**src/rtl/memory_bus_interface_pkg.sv**
```systemverilog
// Shared definitions for the memory bus interface.
//   bus_state_e         : access sequencer states (IDLE -> REQ -> DONE)
//   DEF_TIMEOUT_CYCLES  : default number of REQ cycles allowed before abort
//   DEF_ERR_RDATA       : default byte handed to the core on a timed-out read
package bus_interface_pkg;

  typedef enum logic [1:0] {
    IDLE = 2'd0,
    REQ  = 2'd1,
    DONE = 2'd2
  } bus_state_e;

  localparam int unsigned DEF_TIMEOUT_CYCLES = 16;
  localparam logic [7:0]  DEF_ERR_RDATA      = 8'hFF;

endpackage

```
**src/rtl/memory_bus_interface_if.sv**
```systemverilog
// External memory request/acknowledge bus.
//   mem_addr  [15:0] : address {high, low}          (master -> slave)
//   mem_wdata [7:0]  : write data                   (master -> slave)
//   mem_we           : write strobe, only with req  (master -> slave)
//   mem_req          : request, held until ack      (master -> slave)
//   mem_ack          : single-cycle completion      (slave -> master)
//   mem_rdata [7:0]  : read data, valid with ack    (slave -> master)
interface memory_bus_if;

  logic [15:0] mem_addr;
  logic [7:0]  mem_wdata;
  logic        mem_we;
  logic        mem_req;
  logic        mem_ack;
  logic [7:0]  mem_rdata;

  modport master (
    output mem_addr, mem_wdata, mem_we, mem_req,
    input  mem_ack, mem_rdata
  );

  modport slave (
    input  mem_addr, mem_wdata, mem_we, mem_req,
    output mem_ack, mem_rdata
  );

endinterface

```
**src/rtl/memory_bus_interface_timeout_counter.sv**
```systemverilog
// Wait-state counter for one memory access.
//   clk, nrst     : clock, asynchronous active-low reset
//   i_clear       : zero the count (takes priority over i_enable)
//   i_enable      : advance the count by one
//   i_limit [7:0] : number of counted cycles allowed
//   o_done        : count has reached i_limit-1
module bus_timeout_counter (
  input  logic       clk,
  input  logic       nrst,
  input  logic       i_clear,
  input  logic       i_enable,
  input  logic [7:0] i_limit,
  output logic       o_done
);

  logic [7:0] r_count;

  always_ff @(posedge clk or negedge nrst) begin
    if (!nrst) begin
      r_count <= '0;
    end else if (i_clear) begin
      r_count <= '0;
    end else if (i_enable) begin
      r_count <= r_count + 8'd1;
    end
  end

  // The count starts at 0 on the first REQ cycle, so reaching limit-1
  // marks the last permitted REQ cycle.
  assign o_done = (r_count == (i_limit - 8'd1));

endmodule

```
**src/rtl/memory_bus_interface.sv**
```systemverilog
// CPU-side memory bus interface: captures the core's address/data/direction,
// runs a req/ack handshake with wait states and timeout on the external bus,
// latches read data for the dataflow's external-DB input, and stalls the core
// until the access completes.
//   clk, nrst        : clock, asynchronous active-low reset
//   cpu_addr_high/low: address bytes from ABH/ABL
//   cpu_wdata        : write data from DOR
//   cpu_rw           : 1 = read, 0 = write
//   cpu_access       : core requests a bus cycle
//   cpu_rdata        : latched read byte to the core
//   cpu_stall        : core holds its registers while high
//   mem_bus          : external memory bus (master side)
//   bus_error        : sticky timeout flag
//   err_clear        : clears bus_error
module memory_bus_interface
  import bus_interface_pkg::*;
#(
  parameter int unsigned TIMEOUT_CYCLES = DEF_TIMEOUT_CYCLES,
  parameter logic [7:0]  ERR_RDATA      = DEF_ERR_RDATA
) (
  input  logic         clk,
  input  logic         nrst,
  input  logic [7:0]   cpu_addr_high,
  input  logic [7:0]   cpu_addr_low,
  input  logic [7:0]   cpu_wdata,
  input  logic         cpu_rw,
  input  logic         cpu_access,
  output logic [7:0]   cpu_rdata,
  output logic         cpu_stall,
  memory_bus_if.master mem_bus,
  output logic         bus_error,
  input  logic         err_clear
);

  localparam logic [7:0] LIMIT = 8'(TIMEOUT_CYCLES);

  bus_state_e  r_state;
  bus_state_e  w_next_state;
  logic [15:0] r_addr;
  logic [7:0]  r_wdata;
  logic        r_rw;
  logic [7:0]  r_rdata;
  logic        r_bus_error;

  logic        w_capture;
  logic        w_cnt_en;
  logic        w_ack_hit;
  logic        w_timeout;
  logic        w_limit_hit;
  logic        w_stall;
  logic        w_req;
  logic        w_we;

  bus_timeout_counter u_timeout (
    .clk      (clk),
    .nrst     (nrst),
    .i_clear  (w_capture),
    .i_enable (w_cnt_en),
    .i_limit  (LIMIT),
    .o_done   (w_limit_hit)
  );

  always_ff @(posedge clk or negedge nrst) begin
    if (!nrst) begin
      r_state <= IDLE;
    end else begin
      r_state <= w_next_state;
    end
  end

  always_comb begin
    w_next_state = r_state;
    w_capture    = 1'b0;
    w_cnt_en     = 1'b0;
    w_ack_hit    = 1'b0;
    w_timeout    = 1'b0;
    w_stall      = 1'b0;
    w_req        = 1'b0;
    w_we         = 1'b0;
    case (r_state)
      IDLE: begin
        // Stall is combinational so the core freezes in the same cycle it asks.
        w_stall = cpu_access;
        if (cpu_access) begin
          w_capture    = 1'b1;
          w_next_state = REQ;
        end
      end
      REQ: begin
        w_stall = 1'b1;
        w_req   = 1'b1;
        w_we    = ~r_rw;
        // Ack is tested first so an ack on the limit cycle wins over timeout.
        if (mem_bus.mem_ack) begin
          w_ack_hit    = 1'b1;
          w_next_state = DONE;
        end else if (w_limit_hit) begin
          w_timeout    = 1'b1;
          w_next_state = DONE;
        end else begin
          w_cnt_en = 1'b1;
        end
      end
      DONE: begin
        // cpu_access here still belongs to the finished access; ignore it.
        w_next_state = IDLE;
      end
      default: begin
        w_next_state = IDLE;
      end
    endcase
  end

  // Hold registers keep the bus address/data stable for the whole of REQ
  // and preserve them afterwards.
  always_ff @(posedge clk or negedge nrst) begin
    if (!nrst) begin
      r_addr  <= '0;
      r_wdata <= '0;
      r_rw    <= 1'b0;
    end else if (w_capture) begin
      r_addr  <= {cpu_addr_high, cpu_addr_low};
      r_wdata <= cpu_wdata;
      r_rw    <= cpu_rw;
    end
  end

  always_ff @(posedge clk or negedge nrst) begin
    if (!nrst) begin
      r_rdata <= '0;
    end else if (w_ack_hit && r_rw) begin
      r_rdata <= mem_bus.mem_rdata;
    end else if (w_timeout && r_rw) begin
      r_rdata <= ERR_RDATA;
    end
  end

  // Set has priority over clear so a timeout is never lost.
  always_ff @(posedge clk or negedge nrst) begin
    if (!nrst) begin
      r_bus_error <= 1'b0;
    end else if (w_timeout) begin
      r_bus_error <= 1'b1;
    end else if (err_clear) begin
      r_bus_error <= 1'b0;
    end
  end

  assign cpu_rdata         = r_rdata;
  assign cpu_stall         = w_stall;
  assign bus_error         = r_bus_error;
  assign mem_bus.mem_addr  = r_addr;
  assign mem_bus.mem_wdata = r_wdata;
  assign mem_bus.mem_req   = w_req;
  assign mem_bus.mem_we    = w_we;

endmodule

```
**src/flat_wrapper.sv**
```systemverilog
// flat-port wrapper written by rule: the top's interface ports become plain ports
module memory_bus_interface_flat import bus_interface_pkg::*;
#(
  parameter int unsigned TIMEOUT_CYCLES = DEF_TIMEOUT_CYCLES,
  parameter logic [7:0]  ERR_RDATA      = DEF_ERR_RDATA
)
  (clk, nrst, cpu_addr_high, cpu_addr_low, cpu_wdata, cpu_rw, cpu_access, cpu_rdata, cpu_stall, bus_error, err_clear, mem_bus_mem_addr, mem_bus_mem_wdata, mem_bus_mem_we, mem_bus_mem_req, mem_bus_mem_ack, mem_bus_mem_rdata);
  memory_bus_if mem_bus_i ();
  input  logic clk;
  input  logic nrst;
  input  logic [7:0] cpu_addr_high;
  input  logic [7:0] cpu_addr_low;
  input  logic [7:0] cpu_wdata;
  input  logic cpu_rw;
  input  logic cpu_access;
  output logic [7:0] cpu_rdata;
  output logic cpu_stall;
  output logic bus_error;
  input  logic err_clear;
  output wire logic [$bits(mem_bus_i.mem_addr)-1:0] mem_bus_mem_addr;
  output wire logic [$bits(mem_bus_i.mem_wdata)-1:0] mem_bus_mem_wdata;
  output wire logic [$bits(mem_bus_i.mem_we)-1:0] mem_bus_mem_we;
  output wire logic [$bits(mem_bus_i.mem_req)-1:0] mem_bus_mem_req;
  input wire logic [$bits(mem_bus_i.mem_ack)-1:0] mem_bus_mem_ack;
  input wire logic [$bits(mem_bus_i.mem_rdata)-1:0] mem_bus_mem_rdata;
  assign mem_bus_mem_addr = mem_bus_i.mem_addr;
  assign mem_bus_mem_wdata = mem_bus_i.mem_wdata;
  assign mem_bus_mem_we = mem_bus_i.mem_we;
  assign mem_bus_mem_req = mem_bus_i.mem_req;
  assign mem_bus_i.mem_ack = mem_bus_mem_ack;
  assign mem_bus_i.mem_rdata = mem_bus_mem_rdata;
  memory_bus_interface #(.TIMEOUT_CYCLES(TIMEOUT_CYCLES), .ERR_RDATA(ERR_RDATA)) u_core (.clk(clk), .nrst(nrst), .cpu_addr_high(cpu_addr_high), .cpu_addr_low(cpu_addr_low), .cpu_wdata(cpu_wdata), .cpu_rw(cpu_rw), .cpu_access(cpu_access), .cpu_rdata(cpu_rdata), .cpu_stall(cpu_stall), .mem_bus(mem_bus_i), .bus_error(bus_error), .err_clear(err_clear));
endmodule
```
**config.mk**
```make
export PLATFORM = sky130hd
export DESIGN_NAME = memory_bus_interface_flat
export DESIGN_NICKNAME = d
export VERILOG_FILES = /design/src/rtl/memory_bus_interface_pkg.sv /design/src/rtl/memory_bus_interface_if.sv /design/src/rtl/memory_bus_interface_timeout_counter.sv /design/src/rtl/memory_bus_interface.sv /design/src/flat_wrapper.sv
export SDC_FILE = /design/constraint.sdc
export NUM_CORES = 1
export LEC_CHECK = 0
export BUFFER_PORTS_ARGS = -buffer_cell sky130_fd_sc_hd__buf_2
export CAP_MARGIN = 10
export CORE_UTILIZATION = 40
export CTS_CLUSTER_SIZE = 10
export DETAILED_ROUTE_END_ITERATION = 10
export PLACE_DENSITY = 0.71
export SLEW_MARGIN = 5
export SYNTH_ARGS = -nofsm -noshare
export SYNTH_HDL_FRONTEND = slang
export SYNTH_HIERARCHICAL = 1
export SYNTH_SLANG_ARGS = --single-unit
```
**constraint.sdc**
```tcl
create_clock -name clk -period 2.44 [get_ports clk]
set_clock_uncertainty 0.1 [all_clocks]
set_input_delay 0.488 -clock clk [delete_from_list [all_inputs] [get_ports clk]]
set_output_delay 0.488 -clock clk [all_outputs]
set_load 0.1 [all_outputs]
```
Yosys cells after proc, flatten, opt, wreduce, memory -nomap -nowiden
Cells that the tools add are included.
{ "word_totals": {"ff_bits": 44, "wordCells": 43} }
{ "classes": {"bitwise_logic": 1, "muxes": 23, "n_eq_ne": 4, "reduce_logical": 7, "addsub": 1} }
{ "op_table": {"columns": ["op", "n"], "rows": [
  ["$mux W8", 4],
  ["$mux W1", 14],
  ["$add A8 B1 Y8 const B", 1],
  ["$eq A8 B4 Y1 const B", 1],
  ["$mux W2", 3],
  ["$reduce_bool A2 Y1", 3],
  ["$pmux W2 S2", 1],
  ["$ne A3 B3 Y1 const B", 1],
  ["$eq A2 B1 Y1 const B", 1],
  ["$logic_and A1 B1 Y1", 2],
  ["$logic_not A2 Y1", 1],
  ["$ne A2 B2 Y1 const B", 1],
  ["$pmux W1 S2", 1],
  ["$reduce_and A2 Y1", 1],
  ["$not A1 Y1", 1]
]} }

Longest topological paths before layout
Gate-level depths: netlist of the first run.
{ "logic_depth": {"depth_word": 7, "mapped_depth": 11, "mapped_depth_nobuf": 10} }

Cells and area by module
Netlist of the first run, hierarchy kept.
{ "modules_own_cells": {"columns": ["module", "area_per_inst_um2", "cells_each", "n_inst"], "rows": [
  ["memory_bus_interface", 1483.9, 89, 1],
  ["bus_timeout_counter", 633.1, 70, 1]
]} }

Least setup slack after synthesis of the first run
No wires, ideal clock.
{ "synth_timing": {"path_type": "reg-to-output", "start": "register u_core.r_state[1]", "end": "output mem_bus_mem_we", "path_slack_ns": 0.041, "required_time_ns": 1.852, "path_stages_with_launch": 3, "arrival_ns": 1.811, "path_cell_list": "dfrtp_1 nand2b_4 nor2_1"} }
{ "synth_via": {"elab_chain_len": 2} }
{ "synth_lines": {"columns": ["element", "line_no", "rtl"], "rows": [
  ["start: declaration", "memory_bus_interface.sv:37", "bus_state_e r_state;"],
  ["start signal: assignment", "memory_bus_interface.sv:67", "r_state <= w_next_state;"],
  ["$eq A2 B1 Y1", "memory_bus_interface.sv:80", "case (r_state)"],
  ["$mux W1", "memory_bus_interface.sv:80", null],
  ["end: declaration", "flat_wrapper.sv:22", "output wire logic [$bits(mem_bus_i.mem_we)-1:0] mem_bus_mem_we;"]
]} }
Every way passes these cells.

Final worst setup path of the first run
{ "layout_timing": {"start": "register u_core.u_timeout.r_count[4]", "end": "register u_core.r_rdata[3] (netlist: u_core/cpu_rdata[3])"} }
{ "layout_via": {"elab_chain_len": 6} }
{ "layout_lines": {"columns": ["element", "line_no", "rtl"], "rows": [
  ["start: declaration", "memory_bus_interface_timeout_counter.sv:16", "logic [7:0] r_count;"],
  ["start signal: assignment", "memory_bus_interface_timeout_counter.sv:24", "r_count <= r_count + 8'd1;"],
  ["$eq A8 B4 Y1", "memory_bus_interface_timeout_counter.sv:30", "assign o_done = (r_count == (i_limit - 8'd1));"],
  ["named net u_core.w_limit_hit", "memory_bus_interface.sv:49", "logic w_limit_hit;"],
  ["$mux W1", "memory_bus_interface.sv:97", "end else if (w_limit_hit) begin"],
  ["$mux W1", "memory_bus_interface.sv:94", "if (mem_bus.mem_ack) begin"],
  ["$mux W1", "memory_bus_interface.sv:80", null],
  ["$logic_and A1 B1 Y1", "memory_bus_interface.sv:133", "end else if (w_timeout && r_rw) begin"],
  ["$reduce_bool A2 Y1 (no line)", null, null],
  ["end signal: assignment", "memory_bus_interface.sv:132", "r_rdata <= mem_bus.mem_rdata;"],
  ["end: declaration", "memory_bus_interface.sv:42", "logic [7:0] r_rdata;"]
]} }
The timed path passes the listed nets, and every way through them passes these cells.
A chain may end at the register's enable or synchronous reset.

==> run metrics, run 1 <==
Reg2Reg Depth=8; TritonCTS Buffers=5; gpl congestion=0.824; WL/cell=between 10 and 15 um; die height=around 75 um; relative slew slack=0.382; reg-to-reg critical path endpoint=u_core/cpu_rdata[3]; H-tree depth=2; Post-Syn Area per Cell=13.3 um^2; f_max=around 430 MHz; initial core utilization=0.415; DR vias=1,494; GRT Total Usage=0.161; yosys warns=6; DR pass1 iterations=4; endpoints failing setup=0; Worst setup SP type=register; hold crit path type=in -> async; measured slew at the worst slew-check pin=0.927 ns; Crit-path slowest cell=dfrtp_1; DRC Markers=0; Clock Path Buffers=2; WS Path Type=reg -> reg; die width=74.8 um; PortBufs=73; Post-Syn Instances=approximately 160; launch point of the worst reg-to-reg path=u_core/u_timeout/r_count[4]; I/O pin count=74; cell row count=26; maximum fanout along the worst path=8; die area=5590 um^2; status=completed; synth unique cells=between 40 and 50; hpwl dp=roughly 3000 um; pin count of the biggest net entering global routing=45; Seq/Total Area, Yosys=0.520; Max stage delay on crit path=around 0.44 ns; first-pass GRT wire length=about 6600 um; fin crit period=roughly 2.3 ns; Final #Nets=between 300 and 400; synthesized cell area=~2100 um^2; final worst path period share=0.944; Root Buffer=clkbuf_8; Post-CTS Hold Buffers=0; clk slew on worst S/H paths=0.08 ns; layout cells sized above 1=0.443; Synth area leader=dfrtp_1; Clock Latency Late Sink=0.30 ns; Critical Path RT=around 2.6 ns; initial DRC count=62; CTS tree=done; setup TNS=0 ns; Core Region=between 5000 and 6000 um^2; Post-Route WL=roughly 4000 um; Synth area leaders=dfrtp_1 (52%), mux2_4 (13%), mux2_2 (3.7%), o22a_1 (3.3%), xor2_1 (3.3%); Worst setup EP type=register; grt ovf=0; crit path DAT=about 2.4 ns; CP most frequent cell=nor2_1; post-synth top area share=0.520; initial antenna violation count=0; worst path cell trace=xor2_1 > nor2_1 > o311a_1 > a211oi_4 > nor2_1 > nor3b_4 > buf_4 > o22a_1; Hold Vio Cnt, Final=0; max cap viols=0; Vias/cell=around 4.4; clock sink total=between 40 and 50; #FFs+latches synth=44; FF-to-FF setup slack=0.14 ns; antenna diode instance count=0; vias in the first global route=1,414; Slew Limit Fails=0; Final ANT Viol Nets=0; Area growth syn-to-layout=32.0%
-- cell usage after synthesis --
master and number:
and4b_1 1, nor4_2 1, nand3b_1 1, o22a_1 8, nand3_2 1, conb_1 2, nand2b_4 1, o31a_1 1
o221a_1 1, nand4b_1 1, nand4_1 2, o2111ai_1 2, nor3b_2 1, nor4_1 1, buf_12 2, inv_1 5
nor2b_1 1, or2_1 1, o211ai_1 1, and3_1 2, o32ai_1 1, clkbuf_1 3, ha_1 2, a211oi_1 3
xor2_1 8, mux2_2 7, o311a_1 1, nor2_1 16, nor3_1 3, a21oi_1 1, mux2i_1 1, dfrtp_1 44
or3b_2 1, nor3b_4 1, and2_1 1, mux2_4 18, xnor2_1 6, buf_6 1, nand2_1 3, or4_4 1
or3b_1 1
-- logic make-up after synthesis --
group                      after synthesis  share of synthesized area
DFF                                     44                      0.520
other                                    2                    0.00355
adders and majority gates                2                     0.0118
AOI/OAI and AO/OA                       19                     0.0762
and+or+nand+nor                         41                      0.122
muxes                                   26                      0.170
xor gates and xnor gates                14                     0.0579
buffers and inverters                   11                     0.0384
-- placed cells by master, fill, tap and decap left out, drive strengths merged, types with 2 or more instances in the layout --
master / Yosys / routed
a211oi: 3 / 3
and3: 2 / 2
buf: 3 / 80
clkbuf: 3 / 5
conb: 2 / 35
dfrtp: 44 / 44
ha: 2 / 2
inv: 5 / 5
mux2: 25 / 25
nand2: 3 / 3
nand4: 2 / 2
nor2: 16 / 16
nor3: 3 / 3
nor3b: 2 / 2
nor4: 2 / 2
o2111ai: 2 / 2
o22a: 8 / 8
or3b: 2 / 2
xnor2: 6 / 6
xor2: 8 / 8
-- registers in the layout, indices dropped and copies added, names as in the netlist --
register,flops
u_core/mem_bus.mem_addr,16
u_core/cpu_rdata,8
u_core/bus_error,1
u_core/mem_bus.mem_wdata,8
u_core/r_state,2
u_core/r_rw,1
u_core/u_timeout/r_count,8
-- how the worst max path moves through the flow --
stage / slack (ns) / endpoint / startpoint / cells after the start
after floorplan: 0.04 / mem_bus_mem_we / u_core/r_state[1] / 2
after global placement: 0.09 / u_core/u_timeout/r_count[7] / u_core/u_timeout/r_count[7] / 8
after detailed placement: 0.004 / u_core/u_timeout/r_count[7] / u_core/u_timeout/r_count[7] / 8
after CTS: 0.12 / u_core/cpu_rdata[2] / u_core/u_timeout/r_count[4] / 7
after global routing: -0.01 / u_core/cpu_rdata[2] / u_core/u_timeout/r_count[4] / 8
final: 0.14 / u_core/cpu_rdata[3] / u_core/u_timeout/r_count[4] / 8
-- metrics by stage --
stage	setup slack [ns]	hold WS, ns	utilization	instance area (um^2)	cells
CTS	0.119	0.254	0.543	2770	342
floorplan	0.0412	0.0924	-	2240	192
detailed placement	0.00437	0.373	0.525	2680	335
finish	0.137	0.229	0.547	2800	343
global route	-0.0113	0.281	0.547	2800	343
global placement	0.0929	0.367	0.525	2680	335
-- timing repair --
item                                    4_1_cts  5_1_grt
gates resized for setup                       2        2
endpoints found under the setup margin        2       10
buffers inserted                              0        1
pin swaps                                     0        1
-- per-layer routing --
layer	up-vias	track usage	routed length, um
met5	-	0	0
met4	0	0.0755	82
met3	6	0.0388	192
met2	46	0.263	1970
met1	686	0.203	1880
li1	756	-	-
-- layout make-up --
cell class                      count  area [um^2]
Fill cell                         446         2310
Clock inverter                      2         12.5
Tap cell                           70         87.6
Inverter                            5         18.8
Clock buffer                        5         68.8
Timing Repair Buffer               80          418
Sequential cell                    44         1100
Multi-Input combinational cell    137         1090
-- critical path, delay by kind of cell, from the launching register on --
family / cells / cell delay [ns]
AO/OA/AOI/OAI: 3 / 0.87
flip-flops: 1 / 0.44
AND/OR/NAND/NOR: 3 / 0.41
XOR/XNOR: 1 / 0.23
buffers and inverters: 1 / 0.19
Power of run 1 is not shown: default switching activity piles up to over one toggle a cycle in this logic, so the estimate is an artifact.
==> run 2, diff against run 1 <==
Settings changed: ABC_AREA set to 1, PLACE_DENSITY 0.71 to 0.74.
==> run 2 against run 1 <==
  * Critical path depth shrank 4
  * Cell count grew 37%
  * Non-clock buffer count shrank 5
  * Flip-flop and latch count is the same
  * Synthesized area grew 5.6%
  * Worst hold slack lost 0.078 ns
  * Design area grew 1.5%
  * First-iteration DRC count grew 16%
  * Global-route usage grew 1.0 points
  * Synthesized cell count grew 87%
==> run metrics, run 2 <==
status=completed; top cells by count, synth=nand2_1 (138), dfrtp_1 (44), inv_1 (30), nand3_1 (24), nor2_1 (17); Final ANT Viol Nets=0 (unchanged); Hold Vio Cnt, Final=0 (unchanged); count leader, synth=nand2_1; hold crit path type=in -> async; unrepaired setup endpoints after global routing=false; first-pass GRT wire length=8250 um (+24%); Clock Path Buffers=2 (unchanged); reg-to-reg critical path endpoint=u_core/u_timeout/r_count[5]; wl on met1=2250 um (+20%); I/O pin count=74 (unchanged); Post-Route WL=4760 um (+15%); Top FF cell, synth=dfrtp_1; initial antenna violation count=0 (unchanged); Area growth syn-to-layout=26.9%; FF-to-FF setup slack=0.31 ns (+0.17 ns); Post-CTS Hold Buffers=0 (unchanged); GRT Total Usage=0.172 (+0.0102); routed wl met3=263 um (+37%); setup bufs post-CTS=0 (unchanged); Sequential Area=1100 um^2 (unchanged); pin count of the biggest net entering global routing=45 (unchanged); Worst setup EP type=primary output; worst setup path startpoint=u_core/r_state[1]; DR pass1 iterations=4 (unchanged); worst path cell trace=nor2_4 > inv_1 > nor2_2 > buf_2; Final #Nets=439 (+40%); area of the multi-input gates=1050 um^2 (-3.3%); initial core utilization=0.427 (+0.0124); compound-cell area share of the yosys netlist=0.0280 (-0.0483); f_max=449 MHz (+3.5%); Synth area leaders=dfrtp_1 (49%), nand2_1 (23%), nand3_1 (5.4%), inv_1 (5.0%), nor2_1 (2.9%); max reg flops=16 (unchanged); Slew Limit Fails=0 (unchanged); die height=76.8 um (+2.7%); die area=5890 um^2 (+5.5%); Max Used Layer=met4; Reg2Reg Depth=14 (+6); max cap viols=0 (unchanged); Crit-path slowest cell=buf_2; fin crit period=2.23 ns (-0.0772 ns); Critical Path RT=1.85 ns (-0.72 ns); final worst path period share=0.912 (-0.0316); WL/cell=10.1 um (-16%); Synth area leader=dfrtp_1; Post-Syn Instances=297 (+87%); initial DRC count=72 (+16%); Seq/Total Area, Yosys=0.492 (-0.0276); relative slew slack=0.637 (+0.255); crit path DAT=1.64 ns (-0.80 ns); crit path to=mem_bus_mem_we; yosys warns=6 (unchanged); launch point of the worst reg-to-reg path=u_core/u_timeout/r_count[7]; Vias/cell=4.36 (about the same); grt ovf=0 (unchanged); Post-Syn Area per Cell=7.53 um^2 (-43%); CTS tree=done; Synth Area in Adders=0.0112 (-0.000628); endpoints failing setup=0 (unchanged); gpl congestion=0.768 (-6.8%); DRC Markers=0 (unchanged); post-synthesis mux area share=0 (-0.170); Synth Area in XOR/XNOR=0.0313 (-0.0266); maximum fanout along the worst path=13 (+5); DR vias=2,043 (+37%); asr flop ratio synth=1.00 (unchanged); Core Region=5240 um^2 (+2.5%); Post-Synth Simple-Gate Area=0.354 (+0.231); Max stage delay on crit path=0.43 ns (about the same); clk slew on worst S/H paths=0.08 ns (about the same); cell row count=26 (unchanged); WS Path Type=reg -> out; commonest cells after routing, fill and taps aside=nand2_1 (138), buf_2 (73), dfrtp_1 (44); TritonCTS Buffers=5 (unchanged); PortBufs=73 (unchanged); vias in the first global route=1,880 (+33%); setup TNS=0 ns (unchanged); Final Util=0.542 (-0.00571); post-synth top area share=0.492 (-0.0276); synthesized cell area=2240 um^2 (+5.6%); Clock Latency Late Sink=0.29 ns (about the same); Fillers=493 (+11%); metal2 WL=2210 um (+12%); antenna diode instance count=0 (unchanged); Non-Filler Instances=469 (+37%); clock sink total=44 (unchanged); #FFs+latches synth=44 (unchanged); post-placement cell count=462 (+38%); largest family of logic cells by synthesized area=simple AND/OR/NAND/NOR gates; die width=76.8 um (+2.7%); Post-synth EDFFs=0 (unchanged); Root Buffer=clkbuf_8; CTS resizes=0 (-2); H-tree depth=2 (unchanged); Worst setup SP type=register; synth unique cells=23 (-44%); commonest non-fill, non-tap cell in the layout=nand2_1; layout cells sized above 1=0.241 (-0.203); measured slew at the worst slew-check pin=0.545 ns (-0.383 ns); hpwl dp=3550 um (+17%)
## run 2: cell types whose count changed after synthesis, sizes merged, moves of 3 or more
cell    before  now
o22a         8    0
nor2        16   22
mux2        25    0
clkbuf       3    0
xnor2        6    3
o21ai        0    8
nand3        1   26
xor2         8    5
inv          5   35
nand2        3  138
## run 2: final cells by class
type / instances / area share
inverter: 35 / 0.0472
timing repair buffer: 75 / 0.134
sequential: 44 / 0.388
clock inverter: 2 / 0.00441
multi-input combinational: 238 / 0.371
clock buffer: 5 / 0.0243
tap: 70 / 0.0309
## run 2: metrics by stage
stage / hold slack (ns) / instance area, um^2 / setup WS, ns
final: 0.151 / 2840 / 0.214
after floorplan: 0.0924 / 2330 / 0.0625
after global routing: 0.206 / 2840 / 0.0466
after detailed placement: 0.360 / 2760 / 0.358
after CTS: 0.166 / 2840 / 0.199
after global placement: 0.358 / 2760 / 0.445
## run 2: worst min-delay path by stage
stage / start / end / slack, ns / cells after the start
after floorplan: nrst / u_core/bus_error / 0.09 / 0
after global placement: u_core/mem_bus.mem_addr[10] / u_core/mem_bus.mem_addr[10] / 0.36 / 2
after detailed placement: u_core/mem_bus.mem_wdata[7] / u_core/mem_bus.mem_wdata[7] / 0.36 / 2
after CTS: nrst / u_core/mem_bus.mem_wdata[0] / 0.17 / 2
after global routing: nrst / u_core/mem_bus.mem_wdata[0] / 0.21 / 2
final: nrst / u_core/mem_bus.mem_wdata[0] / 0.15 / 2
## run 2: kinds of logic after synthesis
family / count (synthesis)
other: 2
flip-flops: 44
buffers and inverters: 40
AND/OR/NAND/NOR: 189
AO/OA/AOI/OAI: 12
adder cells (fa/ha/maj): 2
XOR/XNOR: 8
## run 2: routing by layer
layer / global-route usage / up-vias
met5: 0 / -
met4: 0.0519 / 0
met3: 0.0393 / 4
met2: 0.280 / 62
met1: 0.225 / 904
li1: - / 1073
## run 2: critical path, delay by kind of cell, from the launching register on
| family | cells | cell delay [ns] |
|---|---|---|
| buffers and inverters | 2 | 0.57 |
| flip-flops | 1 | 0.42 |
| AND/OR/NAND/NOR | 2 | 0.35 |
Power of run 2 is left out for the same reason.
